--- src/rtl/multiword_add_seq_pkg.sv ---
// Shared types and constants for the multiword add/subtract sequencer.
package multiword_add_seq_pkg;

    localparam int WORD_W = 32;

    typedef enum logic {
        IDLE = 1'b0,
        BUSY = 1'b1
    } state_e;

endpackage

--- src/rtl/multiword_add_seq_add32.sv ---
// 32-bit carry-skip adder: 4-bit ripple blocks whose carry bypasses a block when all bits propagate.
module carry_skip_add32
    import multiword_add_seq_pkg::*;
(
    input  logic [WORD_W-1:0] a,
    input  logic [WORD_W-1:0] b,
    input  logic              cin,
    output logic [WORD_W-1:0] sum,
    output logic              cout
);

    localparam int BLK_W = 4;
    localparam int N_BLK = WORD_W / BLK_W;

    logic [WORD_W-1:0] p;
    logic [WORD_W-1:0] g;

    assign p = a ^ b;
    assign g = a & b;

    always_comb begin
        logic c_blk;
        logic c_rip;
        sum   = '0;
        c_blk = cin;
        c_rip = cin;
        for (int k = 0; k < N_BLK; k++) begin
            c_rip = c_blk;
            for (int j = 0; j < BLK_W; j++) begin
                sum[k*BLK_W+j] = p[k*BLK_W+j] ^ c_rip;
                c_rip          = g[k*BLK_W+j] | (p[k*BLK_W+j] & c_rip);
            end
            // A fully propagating block passes its incoming carry straight through.
            c_blk = (&p[k*BLK_W +: BLK_W]) ? c_blk : c_rip;
        end
        cout = c_blk;
    end

endmodule

--- src/rtl/multiword_add_seq.sv ---
// Streams multiword A+B or A-B one 32-bit word per beat, LS word first.
// Define MWADD_OVF_EN to generate signed-overflow detection on the last beat.
module multiword_add_seq
    import multiword_add_seq_pkg::*;
#(
    parameter int MAX_BEATS = 8
) (
    input  logic              clk,
    input  logic              rst,
    input  logic              in_valid,
    output logic              in_ready,
    input  logic [WORD_W-1:0] in_a,
    input  logic [WORD_W-1:0] in_b,
    input  logic              in_first,
    input  logic              in_last,
    input  logic              in_sub,
    output logic              out_valid,
    input  logic              out_ready,
    output logic [WORD_W-1:0] out_sum,
    output logic              out_last,
    output logic              out_carry,
    output logic              out_ovf,
    output logic              err
);

    localparam logic [7:0] MAX_B = 8'(MAX_BEATS);

    state_e            state_q;
    logic              carry_q;
    logic              mode_q;
    logic [7:0]        cnt_q;
    logic              out_valid_q;
    logic [WORD_W-1:0] sum_q;
    logic              last_q;
    logic              carry_out_q;
    logic              err_q;

    logic              accept, proc, drop;
    logic              mode_d, cin_d, force_d, last_d, err_set;
    logic [WORD_W-1:0] b_d, sum_d;
    logic              cout_d;
    logic [7:0]        cnt_d;

    assign in_ready = !out_valid_q || out_ready;
    assign accept   = in_valid && in_ready;
    // Mid-packet beats are always processed; in IDLE only a first beat is.
    assign proc     = accept && (in_first || state_q == BUSY);
    assign drop     = accept && !in_first && state_q == IDLE;

    assign mode_d  = in_first ? in_sub : mode_q;
    assign cin_d   = in_first ? in_sub : carry_q;
    assign b_d     = mode_d ? ~in_b : in_b;
    assign cnt_d   = in_first ? 8'd1 : cnt_q + 8'd1;
    assign force_d = (cnt_d == MAX_B) && !in_last;
    assign last_d  = in_last || force_d;
    assign err_set = drop || (proc && ((in_first && state_q == BUSY) || force_d));

    carry_skip_add32 u_add (
        .a    (in_a),
        .b    (b_d),
        .cin  (cin_d),
        .sum  (sum_d),
        .cout (cout_d)
    );

    always_ff @(posedge clk) begin
        if (rst) begin
            state_q     <= IDLE;
            carry_q     <= 1'b0;
            mode_q      <= 1'b0;
            cnt_q       <= '0;
            out_valid_q <= 1'b0;
            sum_q       <= '0;
            last_q      <= 1'b0;
            carry_out_q <= 1'b0;
            err_q       <= 1'b0;
        end else begin
            if (err_set) err_q <= 1'b1;
            if (proc) begin
                state_q     <= last_d ? IDLE : BUSY;
                carry_q     <= cout_d;
                mode_q      <= mode_d;
                cnt_q       <= last_d ? 8'd0 : cnt_d;
                out_valid_q <= 1'b1;
                sum_q       <= sum_d;
                last_q      <= last_d;
                carry_out_q <= last_d ? cout_d : 1'b0;
            end else if (out_valid_q && out_ready) begin
                out_valid_q <= 1'b0;
            end
        end
    end

`ifdef MWADD_OVF_EN
    logic ovf_q;
    logic ovf_d;

    assign ovf_d = last_d && (in_a[WORD_W-1] == b_d[WORD_W-1]) && (sum_d[WORD_W-1] != in_a[WORD_W-1]);

    always_ff @(posedge clk) begin
        if (rst)       ovf_q <= 1'b0;
        else if (proc) ovf_q <= ovf_d;
    end

    assign out_ovf = ovf_q;
`else
    assign out_ovf = 1'b0;
`endif

    assign out_valid = out_valid_q;
    assign out_sum   = sum_q;
    assign out_last  = last_q;
    assign out_carry = carry_out_q;
    assign err       = err_q;

endmodule

--- config.mk ---
export PLATFORM = sky130hd
export DESIGN_NAME = multiword_add_seq
export DESIGN_NICKNAME = d
export VERILOG_FILES = /design/src/rtl/multiword_add_seq_pkg.sv /design/src/rtl/multiword_add_seq_add32.sv /design/src/rtl/multiword_add_seq.sv
export SDC_FILE = /design/constraint.sdc
export NUM_CORES = 1
export LEC_CHECK = 0
export ABC_AREA = 0
export ABC_CLOCK_PERIOD_IN_PS = 50900
export CAP_MARGIN = 10
export CORE_MARGIN = 5
export CORE_UTILIZATION = 52
export CTS_CLUSTER_SIZE = 40
export DETAILED_ROUTE_END_ITERATION = 16
export PLACE_DENSITY = 0.87
export SETUP_SLACK_MARGIN = 0.1
export SYNTH_ARGS = -nofsm -noshare
export SYNTH_HDL_FRONTEND = slang
export SYNTH_SLANG_ARGS = --single-unit
--- constraint.sdc ---
create_clock -name clk -period 50.9 [get_ports clk]
set_input_delay 7.635 -clock clk [delete_from_list [all_inputs] [get_ports clk]]
set_output_delay 7.635 -clock clk [all_outputs]
set_load 0.02 [all_outputs]
==> metrics.md, run 1 <==
| Metric | Value |
|---|---|
| Outcome | `completed` |
| Synth area leaders | `dfxtp_1 (26%), fa_1 (18%), ha_1 (11%)` |
| Post-synthesis sequential area ratio | `25.9%` |
| Share of cells above drive strength 1 | `4.21%` |
| Most frequent CP cell | `fa_1` |
| Mux cell area share after synthesis | `1.45%` |
| Core ar. | `6790 um^2` |
| Startpoint types | `primary input` |
| Number of flops mapped to enable cells by yosys | `0` |
| VDD IR max | `0.0124 mV` |
| Initial antenna violation count | `0` |
| Worst slew margin | `39.3%` |
| Clk root buf | `clkbuf_8` |
| Via density | `4.98` |
| Max-slew violations | `0` |
| Worst-path clk slew | `0.09 ns` |
| I/O Buffers | `107` |
| RR Endpoint | `out_sum[31]` |
| First DRT Iteration DRCs | `81` |
| Cell with the most instances after synthesis | `inv_1` |
| Number of global-route vias before repair | `2920` |
| Pre-CTS WS | `26.14 ns` |
| DRT Pass-1 Iters | `4` |
| Global-route wire length before repair | `13400 um` |
| Post-CTS setup repair buffer count | `0` |
| Clock sinks | `47` |
| Initial Utilization | `53.4%` |
| Syn_nets | `538` |
| Largest family of logic cells by synthesized area | `adder cells` |
| Site Rows | `30` |
| Worst r2r src | `mode_q` |
| CTS Hold Bufs | `0` |
| CTS tree | `done` |
| Fill count | `540` |
| Worst clock skew | `0.00761 ns` |
| Drt total wl | `8210 um` |
| Post-CTS sizing | `0` |
| Avg Inst Size Synth | `9.02 um^2` |
| PD cells | `24.0 nW/um^2` |
| Post-layout minimum cycle time | `24.45 ns` |
| Cell area after synthesis | `3630 um^2` |
| Aggregate global-route resource usage | `19.1%` |
| Clock Latency Late Sink | `0.30 ns` |
| Final number of hold-violating endpoints | `0` |
| Worst Setup EP | `out_sum[31]` |
| Area leader, netlist | `dfxtp_1` |
| Delay of the slowest critical-path stage | `0.81 ns` |
| P_leak | `2.03 nW` |
| Synth Area in Adders | `29.1%` |
| Least-Margin Pin Slew | `0.910 ns` |
| Period utilization | `48.0%` |
| Synth top cells by count | `inv_1 (66), dfxtp_1 (47), nor2_1 (44)` |
| Most used DFF post-synth | `dfxtp_1` |
| R2r setup slk | `34.44 ns` |
| Via Count | `2963` |
| Gr ovfl total | `0` |
| H-tree level count | `2` |
| Largest net degree at the start of global routing | `71` |
| Routability cong. | `0.814` |
| Critical path type | `in2reg` |
| Synth top area share | `25.9%` |
| FF-to-FF path depth | `54` |
| RSZ-0062 raised after global routing | `false` |
| Final #Nets | `634` |
| XOR/XNOR Fraction of Synth Area | `8.94%` |
| CTS Buffer Depth | `2` |
| Setup TNS Final | `0 ns` |
| Full die area | `8740 um^2` |
| Die height | `93.5 um` |
| Post-detail-place hpwl | `6590 um` |
| PnR worst setup slack | `26.45 ns` |
| Critical Path AT | `24.60 ns` |
| Async SR Flop Fraction | `0%` |
| Max Fanout on Critical Path | `33` |
| Chip width | `93.5 um` |
| Syn Inst Count | `402` |
| Max cap viols | `0` |
| Synthesis-to-finish area growth | `34.1%` |
| Final ANT Viol Nets | `0` |
| #FFs+latches synth | `47` |
| Compound-Gate Fraction of Synth Area | `12.8%` |
| # DRC | `0` |
| Worst setup startpoint | `in_first` |
| Num CTS Buffers | `5` |
| Io pins | `109` |
| Fmax | `40.9 MHz` |
| Netlist cell types | `45` |
| Antenna fix cells | `0` |
| Crit end category | `flop` |
| CP required | `51.05 ns` |
| WHS | `0.471 ns` |
| Avg WL per Cell | `13.8 um` |
| Ys Warns | `0` |
| Post-Synth Simple-Gate Area | `12.4%` |
| Final setup fails | `0` |
| Crit path max-delay cell type | `clkdlybuf4s50_1` |
| Min-delay worst type | `reg2reg` |
-- worst min-delay path by stage --
stage,to,start,cells past startpoint,slack (ns)
after floorplan,cnt_q[1],cnt_q[1],2,0.46
after global placement,out_sum[31],out_sum[31],2,0.45
after detailed placement,err,err,2,0.46
after CTS,out_sum[31],out_sum[31],2,0.47
after global routing,out_sum[31],out_sum[31],2,0.49
final,out_sum[31],out_sum[31],2,0.47
-- sequential cells by signal, summed over array words and instances (netlist names) --
register / flops
err: 1
out_sum: 32
out_carry: 1
out_last: 1
carry_q: 1
cnt_q: 8
out_valid: 1
mode_q: 1
state_q: 1
-- power breakdown --
group	switching, mW	internal [mW]	leakage [nW]	total [mW]
Clock	0.0127	0.0124	0.0505	0.0251
Combinational	0.0259	0.0240	1.60	0.0500
Sequential	0.00178	0.0399	0.386	0.0417
Total	0.0404	0.0763	2.03	0.117
-- per-layer routing --
metal	GRT usage, %	share of wire [%]
met1	23.3	42
met3	4.26	6.9
met2	34.8	50
met4	2.93	0.67
met5	0	0
-- cell type report --
cell class,count,area (um^2),area share [%]
multi-input combinational,268,2360,48.5
timing repair buffer,110,1090,22.4
sequential,47,941,19.4
inverter,66,248,5.10
tap,96,120,2.47
clock buffer,7,96.3,1.98
clock inverter,1,7.51,0.154
-- logic make-up after synthesis --
kind of cell | count (synthesis)
AND/OR/NAND/NOR | 93
other | 1
multiplexers | 5
AO/OA/AOI/OAI | 67
adder cells (fa/ha/maj) | 65
buffers and inverters | 87
XOR/XNOR | 37
flip-flops | 47
-- worst max-delay path: cells and delay by family --
family	cells	cell delay (ns)
xor gates and xnor gates	1	0.21
buffers and inverters	6	1.58
muxes	3	0.91
and+or+nand+nor	5	0.38
adders and majority gates	32	12.69
AOI/OAI and AO/OA	8	1.19
-- through the flow --
| step | area [um^2] | cells | utilization [%] | total power, mW |
|---|---|---|---|---|
| floorplan | 3630 | 402 | - | 0.0730 |
| global placement | 4760 | 587 | 70.0 | 0.0908 |
| detailed placement | 4760 | 587 | 70.0 | 0.0931 |
| CTS | 4860 | 595 | 71.5 | 0.118 |
| global route | 4860 | 595 | 71.5 | 0.126 |
| finish | 4860 | 595 | 71.5 | 0.117 |
-- cell usage in the layout (no fill, tap or decap), types with 3 or more instances in the layout --
cell type,n
clkbuf_8,7
ha_1,33
buf_4,3
nor2_1,44
dfxtp_1,47
o21ai_0,5
clkdlybuf4s50_1,106
nand2b_1,4
inv_1,66
a21oi_1,15
or3_1,3
nand3_1,3
a211oi_1,33
nor3_1,5
xor2_1,4
fa_1,32
xnor2_1,33
nand2_1,14
nand4_1,8
(Power assumes the default switching activity.)
==> run 2, diff against run 1 <==
--- a/config.mk
+++ b/config.mk
@@ -6,13 +6,13 @@
 export NUM_CORES = 1
 export LEC_CHECK = 0
 export ABC_AREA = 0
-export ABC_CLOCK_PERIOD_IN_PS = 50900
+export ABC_CLOCK_PERIOD_IN_PS = 24400
 export CAP_MARGIN = 10
 export CORE_MARGIN = 5
-export CORE_UTILIZATION = 52
+export CORE_UTILIZATION = 48
 export CTS_CLUSTER_SIZE = 40
 export DETAILED_ROUTE_END_ITERATION = 16
-export PLACE_DENSITY = 0.87
+export PLACE_DENSITY = 0.81
 export SETUP_SLACK_MARGIN = 0.1
 export SYNTH_ARGS = -nofsm -noshare
 export SYNTH_HDL_FRONTEND = slang
==> constraint.sdc (replaced) <==
create_clock -name clk -period 24.4 [get_ports clk]
set_input_delay 3.66 -clock clk [delete_from_list [all_inputs] [get_ports clk]]
set_output_delay 3.66 -clock clk [all_outputs]
set_load 0.02 [all_outputs]
==> run 2 against run 1 <==
Compared with the run above: critical path depth shrank 1; register-to-register slack got worse by 26 ns; total power increased by 110%; sequential cell count unchanged; design area grew 0.33%; core utilization decreased by 4.7 points; worst setup slack worse by 22 ns; combinational power is 110% higher; via count down 0.37%; sequential power rose by 110%; clock power grew 140%; cell count rose by 0.50%; critical path type unchanged.
==> metrics.md, run 2 (synthesized netlist as in run 1, its figures left out) <==
| Metric | Value |
|---|---|
| P_leak | `2.04 nW` |
| WHS | `0.492 ns` |
| Aggregate global-route resource usage | `17.9%` |
| CTS Buffer Depth | `2` |
| Max Fanout on Critical Path | `32` |
| RSZ-0062 raised after global routing | `false` |
| Outcome | `completed` |
| Max cap viols | `0` |
| Final #Nets | `634` |
| I/O Buffers | `107` |
| Initial Utilization | `49.7%` |
| Critical path type | `in2reg` |
| Post-CTS setup repair buffer count | `0` |
| Num CTS Buffers | `5` |
| Number of global-route vias before repair | `3150` |
| # DRC | `0` |
| Via Count | `2952` |
| Post-CTS sizing | `0` |
| Global-route wire length before repair | `14300 um` |
| Clock sinks | `47` |
| Commonest non-fill, non-tap cells in the layout | `clkdlybuf4s50_1 (106), inv_1 (66), dfxtp_1 (47), nor2_1 (44)` |
| Routability cong. | `0.869` |
| Worst clock skew | `0.0110 ns` |
| Initial antenna violation count | `0` |
| Share of cells above drive strength 1 | `4.21%` |
| CP required | `24.55 ns` |
| CTS Hold Bufs | `0` |
| Delay of the slowest critical-path stage | `0.81 ns` |
| Post-layout minimum cycle time | `20.12 ns` |
| Post-detail-place hpwl | `6710 um` |
| Die height | `96.9 um` |
| Avg WL per Cell | `13.8 um` |
| Fmax | `49.7 MHz` |
| Critical Path AT | `20.27 ns` |
| Largest net degree at the start of global routing | `71` |
| Core ar. | `7290 um^2` |
| Final ANT Viol Nets | `0` |
| Crit end category | `flop` |
| Antenna fix cells | `0` |
| CTS tree | `done` |
| First DRT Iteration DRCs | `88` |
| VDD IR max | `0.0264 mV` |
| Crit path max-delay cell type | `clkdlybuf4s50_1` |
| Chip width | `96.9 um` |
| Gr ovfl total | `0` |
| Max-slew violations | `0` |
| Clk root buf | `clkbuf_8` |
| Min-delay worst type | `reg2reg` |
| Startpoint types | `primary input` |
| Worst slew margin | `37.4%` |
| Drt total wl | `8260 um` |
| Commonest non-fill, non-tap cell in the layout | `clkdlybuf4s50_1` |
| Worst-path clk slew | `0.10 ns` |
| Full die area | `9390 um^2` |
| Final number of hold-violating endpoints | `0` |
| DRT Pass-1 Iters | `4` |
| Max reg flops | `32` |
| R2r setup slk | `8.28 ns` |
| H-tree level count | `2` |
| Most frequent CP cell | `fa_1` |
| Clock Latency Late Sink | `0.30 ns` |
| Io pins | `109` |
| Period utilization | `82.5%` |
| Site Rows | `31` |
| Via density | `4.94` |
| PD cells | `51.1 nW/um^2` |
| Final setup fails | `0` |
| Synthesis-to-finish area growth | `34.5%` |
| Least-Margin Pin Slew | `0.940 ns` |
| Setup TNS Final | `0 ns` |
## run 2: changes by cell type in the layout (fill, tap and decap cells not counted), sizes merged
cell      delta
bufinv       +1
clkbuf       -2
clkinv       +1
clkinvlp     -1
inv          +1
## run 2: layout make-up
class / instances / area (um^2)
Fill cell: 610 / 2410
Sequential cell: 47 / 941
Multi-Input combinational cell: 268 / 2360
Timing Repair Buffer: 110 / 1090
Clock buffer: 5 / 68.8
Tap cell: 99 / 124
Inverter: 66 / 248
Clock inverter: 3 / 47.5
## run 2: routing by layer
layer  global-route usage [%]  routed length, um
met1                     21.8               3550
met2                     32.6               4240
met3                     3.67                383
met4                     3.67                 91
met5                        0                  0
## run 2: per-stage QoR
stage	total power, mW	cells	cell area, um^2	utilization [%]	setup WS, ns
after detailed placement	0.194	590	4760	65.3	3.94
after global placement	0.190	590	4760	65.3	4.33
after floorplan	0.152	402	3630	-	5.19
final	0.249	598	4880	66.9	4.28
after global routing	0.270	598	4880	66.9	3.55
after CTS	0.253	598	4880	66.9	4.22
## run 2: path summary, 6_finish.rpt
kind,start,endpoint,depth (start not counted)
max reg2reg,mode_q,out_sum[31],53
max,in_first,out_sum[31],54
min reg2reg,err,err,2
min,err,err,2
## run 2: critical path: cells and delay by family
family / cells / cell delay, ns
xor gates and xnor gates: 1 / 0.21
buffers and inverters: 6 / 1.58
muxes: 3 / 0.94
AOI/OAI and AO/OA: 8 / 1.19
and+or+nand+nor: 5 / 0.39
adders and majority gates: 31 / 12.30
## run 2: power breakdown
part           switching [mW]  total [mW]  internal [mW]  leakage [nW]
logic                  0.0536       0.103         0.0498          1.60
registers             0.00361      0.0868         0.0832         0.386
clock network          0.0280      0.0591         0.0311        0.0587
